## config.mk

```make
export PLATFORM = sky130hd
export DESIGN_NAME = serv_rf_ram_ctrl
export DESIGN_NICKNAME = d
export VERILOG_FILES = /design/src/rtl/serv_rf_ram_ctrl.sv
export SDC_FILE = /design/constraint.sdc
export NUM_CORES = 1
export LEC_CHECK = 0
export ABC_AREA = 0
export BUFFER_PORTS_ARGS = -buffer_cell sky130_fd_sc_hd__buf_2
export CORE_MARGIN = 5
export CORE_UTILIZATION = 50
export CTS_CLUSTER_DIAMETER = 80
export DETAILED_ROUTE_END_ITERATION = 8
export GPL_TIMING_DRIVEN = 0
export PLACE_DENSITY = 0.83
export SLEW_MARGIN = 20
export SYNTH_ARGS = -nofsm -noshare
export SYNTH_HDL_FRONTEND = slang
export SYNTH_SLANG_ARGS = --single-unit
```

## constraint.sdc

```tcl
create_clock -name i_clk -period 2.35 [get_ports i_clk]
set_input_delay 0.3525 -clock i_clk [delete_from_list [all_inputs] [get_ports i_clk]]
set_output_delay 0.3525 -clock i_clk [all_outputs]
set_load 0.1 [all_outputs]
```

## src/rtl/serv_rf_ram_ctrl.sv

```systemverilog
// Bit-serial register file sequencer over a W-bit simple-dual-port RAM.
// Optional SERV_RF_X0_GUARD_EN: suppress rd==0 writes and read x0 as zero.
module serv_rf_ram_ctrl #(
    parameter int W = 8,
    localparam int CW = $clog2(32 / W)
) (
    input  logic            i_clk,
    input  logic            i_rst_n,
    input  logic            i_rreq,
    input  logic [5:0]      i_rreg0,
    input  logic [5:0]      i_rreg1,
    input  logic [5:0]      i_wreg0,
    input  logic            i_wen0,
    input  logic            i_wdata0,
    output logic            o_ready,
    output logic            o_rvalid,
    output logic            o_rdata0,
    output logic            o_rdata1,
    output logic [5+CW:0]   o_raddr,
    output logic            o_ren,
    input  logic [W-1:0]    i_rdata,
    output logic [5+CW:0]   o_waddr,
    output logic [W-1:0]    o_wdata,
    output logic            o_wen
);

    localparam int PW  = $clog2(W);
    localparam int CWI = (CW > 0) ? CW : 1;
    localparam logic [CWI-1:0] LAST = CWI'((32 / W) - 1);

    typedef enum logic [2:0] {IDLE, PRE0, PRE1, PRE2, RUN} state_t;

    state_t           state;
    state_t           state_nx;
    logic [4:0]       cnt;
    logic [5:0]       rs1;
    logic [5:0]       rs2;
    logic [5:0]       rd;
    logic [W-1:0]     hold1;
    logic [W-1:0]     hold2;
    logic [W-1:0]     sr1;
    logic [W-1:0]     sr2;
    logic [W-1:0]     wbuf;
    logic [CWI-1:0]   k;
    logic [PW-1:0]    p;
    logic             last_k;
    logic             p_end;
    logic             ren;
    logic [5:0]       rreg;
    logic [CWI-1:0]   rchunk;
    logic             wr_ok;

    assign k      = CWI'(cnt >> PW);
    assign p      = cnt[PW-1:0];
    assign last_k = (k == LAST);
    assign p_end  = &p;

`ifdef SERV_RF_X0_GUARD_EN
    assign wr_ok    = i_wen0 & (|rd);
    assign o_rdata0 = o_rvalid & sr1[0] & (|rs1);
    assign o_rdata1 = o_rvalid & sr2[0] & (|rs2);
`else
    assign wr_ok    = i_wen0;
    assign o_rdata0 = o_rvalid & sr1[0];
    assign o_rdata1 = o_rvalid & sr2[0];
`endif

    always_ff @(posedge i_clk or negedge i_rst_n) begin
        if (!i_rst_n) state <= IDLE;
        else          state <= state_nx;
    end

    always_comb begin
        state_nx = state;
        ren      = 1'b0;
        rreg     = rs1;
        rchunk   = '0;
        unique case (state)
            IDLE: if (i_rreq) state_nx = PRE0;
            PRE0: begin
                ren      = 1'b1;
                state_nx = PRE1;
            end
            PRE1: begin
                ren      = 1'b1;
                rreg     = rs2;
                state_nx = PRE2;
            end
            PRE2: state_nx = RUN;
            RUN: begin
                // prefetch the next chunk early in the current one
                if (!last_k && p == PW'(0)) begin
                    ren    = 1'b1;
                    rchunk = CWI'(k + 1'b1);
                end
                if (!last_k && p == PW'(1)) begin
                    ren    = 1'b1;
                    rreg   = rs2;
                    rchunk = CWI'(k + 1'b1);
                end
                if (cnt == 5'd31) state_nx = IDLE;
            end
            default: state_nx = IDLE;
        endcase
    end

    assign o_ren    = ren;
    assign o_raddr  = ren ? (6+CW)'({rreg, rchunk} >> (CWI - CW)) : '0;
    assign o_ready  = (state == PRE2);
    assign o_rvalid = (state == RUN);

    always_ff @(posedge i_clk or negedge i_rst_n) begin
        if (!i_rst_n) begin
            cnt     <= '0;
            rs1     <= '0;
            rs2     <= '0;
            rd      <= '0;
            hold1   <= '0;
            hold2   <= '0;
            sr1     <= '0;
            sr2     <= '0;
            wbuf    <= '0;
            o_wen   <= 1'b0;
            o_waddr <= '0;
            o_wdata <= '0;
        end else begin
            o_wen <= 1'b0;
            if (state == IDLE && i_rreq) begin
                rs1 <= i_rreg0;
                rs2 <= i_rreg1;
                rd  <= i_wreg0;
            end
            if (state == PRE1) hold1 <= i_rdata;
            if (state == PRE2) begin
                sr1 <= hold1;
                sr2 <= i_rdata;
            end
            if (state == RUN) begin
                cnt  <= cnt + 5'd1;
                wbuf <= {i_wdata0, wbuf[W-1:1]};
                if (!last_k && p == PW'(1)) hold1 <= i_rdata;
                if (!last_k && p == PW'(2)) hold2 <= i_rdata;
                if (p_end) begin
                    sr1     <= hold1;
                    sr2     <= hold2;
                    o_wen   <= wr_ok;
                    o_waddr <= (6+CW)'({rd, k} >> (CWI - CW));
                    o_wdata <= {i_wdata0, wbuf[W-1:1]};
                end else begin
                    sr1 <= sr1 >> 1;
                    sr2 <= sr2 >> 1;
                end
            end
        end
    end

endmodule

```

==> flow_summary.ini, run 1 <==
[clock_network]
clkSinkCount = 82
cts_tree = built
cts.clk_slew.worst_paths_ns = 0.08
h-tree-depth = 3
numCtsBuffers = 9
cts_root_buf = clkbuf_8
clockBufferDepth = 2
clkLatencyLatePin_ns = 0.35

[job]
maxCapViolCount = 0

[timing]
fmax_mhz = 404
slew_violations = 0
finalSetupViolCount = 6
timing.hold.ws_ns = 0.206
tightest_slew_ns = 0.795
fin_skew_ns = 0.0107
final.setup.tns_ns = -0.511
finalHoldViolations = 0
slew_headroom = 0.469
period_needed_ns = 2.47
rsz0062_at_grt = yes
fin_ws_ns = -0.124
finalCritPeriodShare = 1.05

[worst_setup_path]
worstSetupEndpointType = primary output
r2r_slack_ns = 0.19
slowest_delay_ns = 0.39
path_cells = ha_2, nand4bb_4, buf_6, a21o_4, a211oi_4, buf_12
r2r_cells = 9
crit_type = reg2out
cp_max_fo = 8
worstSetupStartpointType = flop
slowest_stage = dfrtp_1
required_ns = 2.00
cp.arrival_ns = 2.12

[floorplanning]
initial_core_util = 0.507
std_cell_rows = 31
io_pins = 61
die_x_um = 95.1
die_h_um = 95.1
core-area_um2 = 7140
dieArea_um2 = 9040

[synthesis]
synth_top_family_by_area = multiplexers
ys_seq_area_frac = 0.567
synth-edff-count = 0
syn_area_um2 = 3620
synthAdderAreaFrac = 0.0242
synth-xor-area-share = 0.00726
yosys_register_bits = 82
synth_top_area_cell = dfrtp_1
syn_nets = 341
synthTopCellsByArea = dfrtp_1 57%, mux2_2 11%, nand2_1 4.4%, a211oi_1 3.9%, mux2_1 2.8%
synth_warnings = 0
muxShareOfSynthArea = 0.148
syn_avg_cell_area_um2 = 12.0
netlist_instances = 303
synthSimpleGateAreaFrac = 0.103
async_flop_share = 1.00
synth_compound_area_frac = 0.103
ys_types = 36
synth.top_cell.area_share = 0.567
synth_ff_type = dfrtp_1

[route]
vias_per_cell = 5.28
detail-route-antenna-nets = 0
totalWireLength_um = 8130
first_iter_violations = 95
route.detailed.drc = 0
routedWlPerCell_um = 16.4
dr_total_vias = 2617
first_pass_iters = 4

[pwr]
p_leak_nw = 2.28
p_int_mw = 3.96
seqPwrFrac = 0.319
switching_share = 0.453
irDropWorstVdd_mv = 0.742
p_sw_mw = 3.28
pwr-share-clk = 0.129
p_per_area_nw_per_um2 = 1530
p_comb_frac = 0.552
p_total_mw = 7.24

[placed_design]
pre_cts_ws_ns = -0.160
routabilityCongestion = 0.787
place_hpwl_um = 5350
placement.io_buffers = 60

[grt]
grt.busiest_layer = met2
gr-total-overflow = 0
grt_max_degree = 47
met2_usage = 0.307
grt_pass1_vias = 2621
grt_pass1_wl_um = 13100
antenna_found_initial = 0
track_usage = 0.189
met1_usage = 0.248
use_met3 = 0.0363

[finish]
fin_nets = 430
postLayoutCoreUtil = 0.664
num-fill-cells = 564
seq_area_um2 = 2050
antenna_cells = 0
multi_input_area_um2 = 1570
drive_gt1_frac = 0.418
syn_to_final_growth_pct = 30.9

[status]
violations = negative setup slack
outcome = finished, violations left

[hold_path]
hold_path_depth = 3
hp-class = in2reg
## what timing repair did
action                                  CTS  global route
buffers inserted                         13             6
hold buffers                              1             0
cloned                                    0             0
pin swaps                                 4             8
endpoints found under the setup margin   12            16
hold endpoints to repair                 36             0
gates resized for setup                  47            17
## layer usage
layer | routed length, µm | vias up
met5 | 0 | -
met4 | 160 | 0
met3 | 361 | 13
met2 | 4160 | 72
met1 | 3450 | 1296
li1 | - | 1236
## critical path: cells and delay by family, from the launching register on
family          cells  cell delay (ns)
compound gates      2             0.61
fa+ha+maj           1             0.20
buf+inv             2             0.37
flops               1             0.39
simple gates        1             0.20
## power by group through the flow
stage          Combinational, mW  Sequential [mW]  Clock, mW
5_1_grt                     4.22             2.38       1.03
6_report                    4.00             2.31      0.933
3_5_place_dp                3.21             2.32          0
4_1_cts                     3.83             2.29      0.943
2_1_floorplan               2.49             2.43          0
3_3_place_gp                3.10             2.28          0
## stage by stage
| step | instances | cell area, µm² |
|---|---|---|
| finish | 496 | 4740 |
| floorplan | 303 | 3730 |
| global route | 496 | 4740 |
| detailed placement | 463 | 4190 |
| CTS | 491 | 4630 |
| global placement | 462 | 4160 |
## synthesized netlist by cell type, types with 2 or more instances
cell type  count
a31oi_1        4
a21o_1         3
buf_2          5
xor2_1         2
nand2_1       42
mux2_1         9
a32oi_1        7
nor2b_1        7
buf_4          2
and2_1         3
nor4b_2        2
nand3_1        4
o21ai_0       17
mux2i_1        4
and3_1         2
clkbuf_1       7
a211oi_1      19
ha_1           7
inv_1         19
dfrtp_1       82
nor2_1         4
mux2_2        35
a21oi_1        4
## worst paths after layout
| kind | from | to |
|---|---|---|
| worst max-delay path | cnt[3] | o_raddr[2] |
| worst min-delay path | i_rreg0[4] | rs1[4] |
| worst max register to register | cnt[1] | sr1[4] |
| worst min register to register | wbuf[1] | wbuf[1] |
| max in group asynchronous | i_rst_n | o_waddr[4] |
| min in group asynchronous | i_rst_n | hold1[0] |
## kinds of logic after synthesis
family	Yosys count
xor+xnor	3
flops	82
buf+inv	37
compound gates	55
simple gates	71
fa+ha+maj	7
mux	48
## cells in the final DEF (no fill, tap or decap), types with 9 or more instances in the layout
master    netlist  final
dfrtp_1        82     80
buf_2           5     48
inv_1          19     17
a211oi_1       19     12
mux2_1          9      9
clkbuf_8        0     10
mux2_2         35     35
o21ai_0        17     17
buf_4           2     22
nand2_1        42     42
buf_12          0      9
## flip-flops by register name, indices dropped and copies added (netlist names)
signal   cells
rd           6
state        3
cnt          5
rs2          6
sr1          8
rs1          6
o_waddr      8
o_wen        1
hold2        8
o_wdata      8
wbuf         7
hold1        8
sr2          8
## final cells by class
type / count / area share
Clock inverter: 5 / 0.00792
Sequential cell: 82 / 0.434
Multi-Input combinational cell: 184 / 0.331
Timing Repair Buffer: 81 / 0.135
Clock buffer: 11 / 0.0298
Tap cell: 99 / 0.0261
Buffer: 13 / 0.0182
Inverter: 21 / 0.0180
No activity file was read; power rests on OpenSTA's default activity.
==> run 2, diff against run 1 <==
--- a/config.mk
+++ b/config.mk
@@ -5,7 +5,7 @@
 export SDC_FILE = /design/constraint.sdc
 export NUM_CORES = 1
 export LEC_CHECK = 0
-export ABC_AREA = 0
+export ABC_AREA = 1
 export BUFFER_PORTS_ARGS = -buffer_cell sky130_fd_sc_hd__buf_2
 export CORE_MARGIN = 5
 export CORE_UTILIZATION = 50
==> flow_summary.ini, run 2 <==
[status]
outcome = finished clean

[finish]
fin_cells = 600
layout_commonest_cell = nand2_1
postLayoutCoreUtil = 0.651
drive_gt1_frac = 0.273
mostFrequentLayoutCells = 84 x nand2_1, 80 x dfrtp_1, 69 x o21ai_0, 58 x buf_2, 51 x inv_1
antenna_cells = 0
fin_nets = 534
syn_to_final_growth_pct = 27.2

[job]
maxCapViolCount = 0

[worst_setup_path]
worstSetupStartpointType = flop
cp_max_fo = 7
required_ns = 2.00
crit_type = reg2out
crit_top_cell = buf_12
slowest_stage = dfrtp_1
slowest_delay_ns = 0.42
path_cells = inv_1, ha_1, nor2_2, nor3_4, nor2_4, buf_12, a21oi_4, buf_12
cp.arrival_ns = 1.96
worstSetupEndpointType = primary output

[timing]
finalSetupViolCount = 0
finalHoldViolations = 0
tightest_slew_ns = 0.506
slew_violations = 0
fin_skew_ns = 0.00885
finalCritPeriodShare = 0.986
period_needed_ns = 2.32
timing.hold.ws_ns = 0.219
fin_ws_ns = 0.0332
fmax_mhz = 432
slew_headroom = 0.665

[placed_design]
place_hpwl_um = 5970
routabilityCongestion = 0.896
dp.cells = 575
placement.io_buffers = 60
pre_cts_ws_ns = 0.142

[synthesis]
yosys_register_bits = 82
async_flop_share = 1.00
ys_seq_area_frac = 0.556
synth_ff_type = dfrtp_1
synth-edff-count = 0
ys_types = 27
ys_top_cells_by_count = 86 x nand2_1, 82 x dfrtp_1, 69 x o21ai_0
syn_avg_cell_area_um2 = 8.90
synth_warnings = 0
syn_area_um2 = 3690
syn_nets = 453
netlist_instances = 415
synth.top_cell.area_share = 0.556
synth_top_area_cell = dfrtp_1
synthTopCellsByArea = dfrtp_1 56%, o21ai_0 9.4%, nand2_1 8.7%, inv_1 5.5%, nand3_1 3.5%
yosysMostFrequentCell = nand2_1

[grt]
grt_pass1_wl_um = 14400
grt_max_degree = 49
met2_usage = 0.321
track_usage = 0.203
use_met3 = 0.0563
grt.busiest_layer = met2
met1_usage = 0.267
gr-total-overflow = 0
grt_pass1_vias = 3194
antenna_found_initial = 0

[pwr]
p_total_mw = 6.88
p_per_area_nw_per_um2 = 1460
p_leak_nw = 2.41
irDropWorstVdd_mv = 1.07

[route]
detail-route-antenna-nets = 0
first_pass_iters = 5
dr_total_vias = 3198
first_iter_violations = 150
route.detailed.drc = 0
totalWireLength_um = 9080
vias_per_cell = 5.33
routedWlPerCell_um = 15.1

[floorplanning]
die_h_um = 95.9
dieArea_um2 = 9200
die_x_um = 95.9
core-area_um2 = 7210
io_pins = 61
initial_core_util = 0.512
std_cell_rows = 31

[clock_network]
numCtsBuffers = 9
cts_root_buf = clkbuf_8
cts_tree = built
cts.clk_slew.worst_paths_ns = 0.08
clockBufferDepth = 2
clkLatencyLatePin_ns = 0.36
h-tree-depth = 3
clkSinkCount = 82

[hold_path]
hp-class = in2reg
==> run 2: per-stage QoR <==
stage	instance area [µm²]	setup TNS, ns
after floorplan	3700	-3.90
after global placement	4120	0
after detailed placement	4150	0
after CTS	4460	0
after global routing	4700	-0.262
final	4700	0
==> run 2: repair_timing <==
item,4_1_cts,5_1_grt
hold endpoints to repair,34,0
gates resized for setup,23,39
hold buffers,1,0
setup buffers,1,7
pin swaps,1,3
setup endpoints to repair,9,11
==> run 2: where the power goes <==
part	switching (mW)	total, mW	internal (mW)
registers	0.318	2.28	1.96
clock network	0.522	1.12	0.598
logic	2.36	3.48	1.12
total	3.20	6.88	3.68
==> run 2: cell families after synthesis <==
logic type / after synthesis / share of synthesized area
AND/OR/NAND/NOR: 146 / 0.181
AO/OA/AOI/OAI: 101 / 0.146
flip-flops: 82 / 0.556
buffers and inverters: 77 / 0.0888
adder cells (fa/ha/maj): 7 / 0.0237
XOR/XNOR: 2 / 0.00475
==> run 2: worst paths after layout <==
check | from | to | slack [ns] | cells after the start
setup / recovery | cnt[1] | o_raddr[7] | 0.03 | 8
hold / removal | i_wen0 | o_wen | 0.22 | 3
setup reg to reg | cnt[1] | sr2[4] | 0.44 | 8
hold reg to reg | rd[4] | o_waddr[6] | 0.48 | 2
max in group asynchronous | i_rst_n | cnt[0] | 1.27 | 3
min in group asynchronous | i_rst_n | sr1[4] | 0.49 | 2
==> run 2: cell type report <==
cell class	count	area (µm²)
fillers	587	2520
inverters	58	218
plain buffers	19	114
repair buffers	70	528
clock inverters	7	92.6
flip-flops and latches	82	2050
multi-input cells	256	1440
clock buffers	9	124
well taps	99	124
==> run 2: critical path: cells and delay by family, from the launching register on <==
| kind | cells | cell delay (ns) |
|---|---|---|
| AO/OA/AOI/OAI | 1 | 0.16 |
| adder cells (fa/ha/maj) | 1 | 0.19 |
| buffers and inverters | 3 | 0.49 |
| flip-flops | 1 | 0.42 |
| AND/OR/NAND/NOR | 3 | 0.35 |
==> run 2: routing by layer <==
metal	wire, µm	share of wire
met5	0	0
met4	228	0.025
met3	662	0.073
met2	4520	0.50
met1	3680	0.40
==> run 3, diff against run 2 <==
--- a/config.mk
+++ b/config.mk
@@ -13,6 +13,7 @@
 export DETAILED_ROUTE_END_ITERATION = 8
 export GPL_TIMING_DRIVEN = 0
 export PLACE_DENSITY = 0.83
+export REMOVE_ABC_BUFFERS = 1
 export SLEW_MARGIN = 20
 export SYNTH_ARGS = -nofsm -noshare
 export SYNTH_HDL_FRONTEND = slang
==> flow_summary.ini, run 3 (same netlist as run 2, synthesis figures left out) <==
[timing]
finalSetupViolCount = 0
slew_violations = 0
finalCritPeriodShare = 0.979
tightest_slew_ns = 0.594
finalHoldViolations = 0
fmax_mhz = 435
fin_skew_ns = 0.0101
slew_headroom = 0.604
final.setup.tns_ns = 0
period_needed_ns = 2.30

[grt]
antenna_found_initial = 0
track_usage = 0.187
grt_pass1_vias = 2911
grt_max_degree = 53
gr-total-overflow = 0
grt_pass1_wl_um = 13300

[finish]
postLayoutCellArea_um2 = 4690
postLayoutCoreUtil = 0.650
mostFrequentLayoutCells = 84 x nand2_1, 80 x dfrtp_1, 69 x o21ai_0, 50 x inv_1, 49 x buf_2
fin_nets = 523
layout_commonest_cell = nand2_1
drive_gt1_frac = 0.265
syn_to_final_growth_pct = 26.9
num-fill-cells = 593
antenna_cells = 0

[worst_setup_path]
required_ns = 2.00
cp.arrival_ns = 1.95
cp_max_fo = 7
worstSetupStartpointType = flop
rr_startpoint = cnt[1]
cp-startpoint = cnt[0]
worstSetupEndpointType = primary output
crit_type = reg2out

[route]
dr_total_vias = 3095
first_iter_violations = 158
vias_per_cell = 5.25
first_pass_iters = 5
dr_wl_met3_um = 557
totalWireLength_um = 8750
routedWlPerCell_um = 14.9
route.detailed.drc = 0
drt-met1-wl_um = 3580
dr.max_layer_used = met4
met2WireLength_um = 4510
detail-route-antenna-nets = 0

[floorplanning]
std_cell_rows = 31
core-area_um2 = 7210
io_pins = 61
die_x_um = 95.9
die_h_um = 95.9
initial_core_util = 0.512
dieArea_um2 = 9200

[placed_design]
routabilityCongestion = 0.822
place_area_um2 = 4040
place_hpwl_um = 5210
placement.io_buffers = 60

[clock_network]
clkSinkCount = 82
cts_tree = built
clkLatencyLatePin_ns = 0.35
cts.clk_slew.worst_paths_ns = 0.09
clockBufferDepth = 2
cts_root_buf = clkbuf_8
numCtsBuffers = 9
h-tree-depth = 3

[hold_path]
hp-class = in2reg
hold_start = i_wen0

[pwr]
p_leak_nw = 2.39
p_per_area_nw_per_um2 = 1500
irDropWorstVdd_mv = 1.92

[status]
outcome = finished clean

[job]
maxCapViolCount = 0
==> run 3: cell types whose count changed in the layout (fill, tap and decap cells not counted), sizes merged <==
| cell | change |
|---|---|
| buf | -7 |
| clkbuf | -6 |
| clkinv | -2 |
| bufinv | +1 |
| clkinvlp | +1 |
| nand2 | +1 |
| nor2 | +1 |
==> run 3: through the flow <==
stage                     worst slack (ns)  hold WS (ns)  cells  power, mW
after global routing               -0.0605         0.225    589       7.44
final                               0.0498         0.225    589       7.03
after global placement              -0.127         0.458    555       4.81
after CTS                          0.00185         0.214    576       6.41
after detailed placement            -0.171         0.314    556       4.92
after floorplan                     -0.685        0.0569    396       4.37
==> run 3: per-layer routing <==
metal / vias up / global-route usage
li1: 1480 / -
met4: 0 / 0.0474
met3: 10 / 0.0610
met2: 92 / 0.303
met5: - / 0
met1: 1513 / 0.243
==> run 3: final cells by class <==
cell class                      count  area [µm²]  share of cell area
Timing Repair Buffer               76         573               0.122
Inverter                           58         223              0.0475
Clock buffer                        9         124              0.0264
Tap cell                           99         124              0.0264
Multi-Input combinational cell    258        1460               0.312
Sequential cell                    82        2050               0.438
Clock inverter                      7         126              0.0270
==> run 3: what timing repair did <==
action,in CTS,in global routing
hold endpoints to repair,30,0
pin swaps,4,5
endpoints found under the setup margin,11,10
hold buffers,1,0
gates resized for setup,23,43
setup buffers,2,12
gates cloned,1,1
==> run 3: power by group <==
group	total, mW	switching [mW]	leakage [nW]	internal [mW]
clock network	1.27	0.552	0.122	0.717
registers	2.30	0.340	1.01	1.96
logic	3.46	2.34	1.26	1.12
total	7.03	3.24	2.39	3.80
==> run 3: worst paths after layout <==
path                                   end  slack [ns]  cells past startpoint
min in group asynchronous           sr2[3]        0.48                      2
worst max register to register      sr1[5]        0.24                      7
worst max-delay path            o_raddr[3]        0.05                      8
max in group asynchronous       o_wdata[2]        1.29                      3
worst min register to register  o_waddr[4]        0.49                      2
worst min-delay path                 o_wen        0.22                      3
==> run 3: critical path: stages, from the launching register on <==
cell and delay, ns:
dfrtp_1 0.44, inv_2 0.10, ha_1 0.18, nor2_2 0.06, nor3_4 0.24, nor2_4 0.07, buf_12 0.15, a21oi_4 0.15
buf_12 0.19
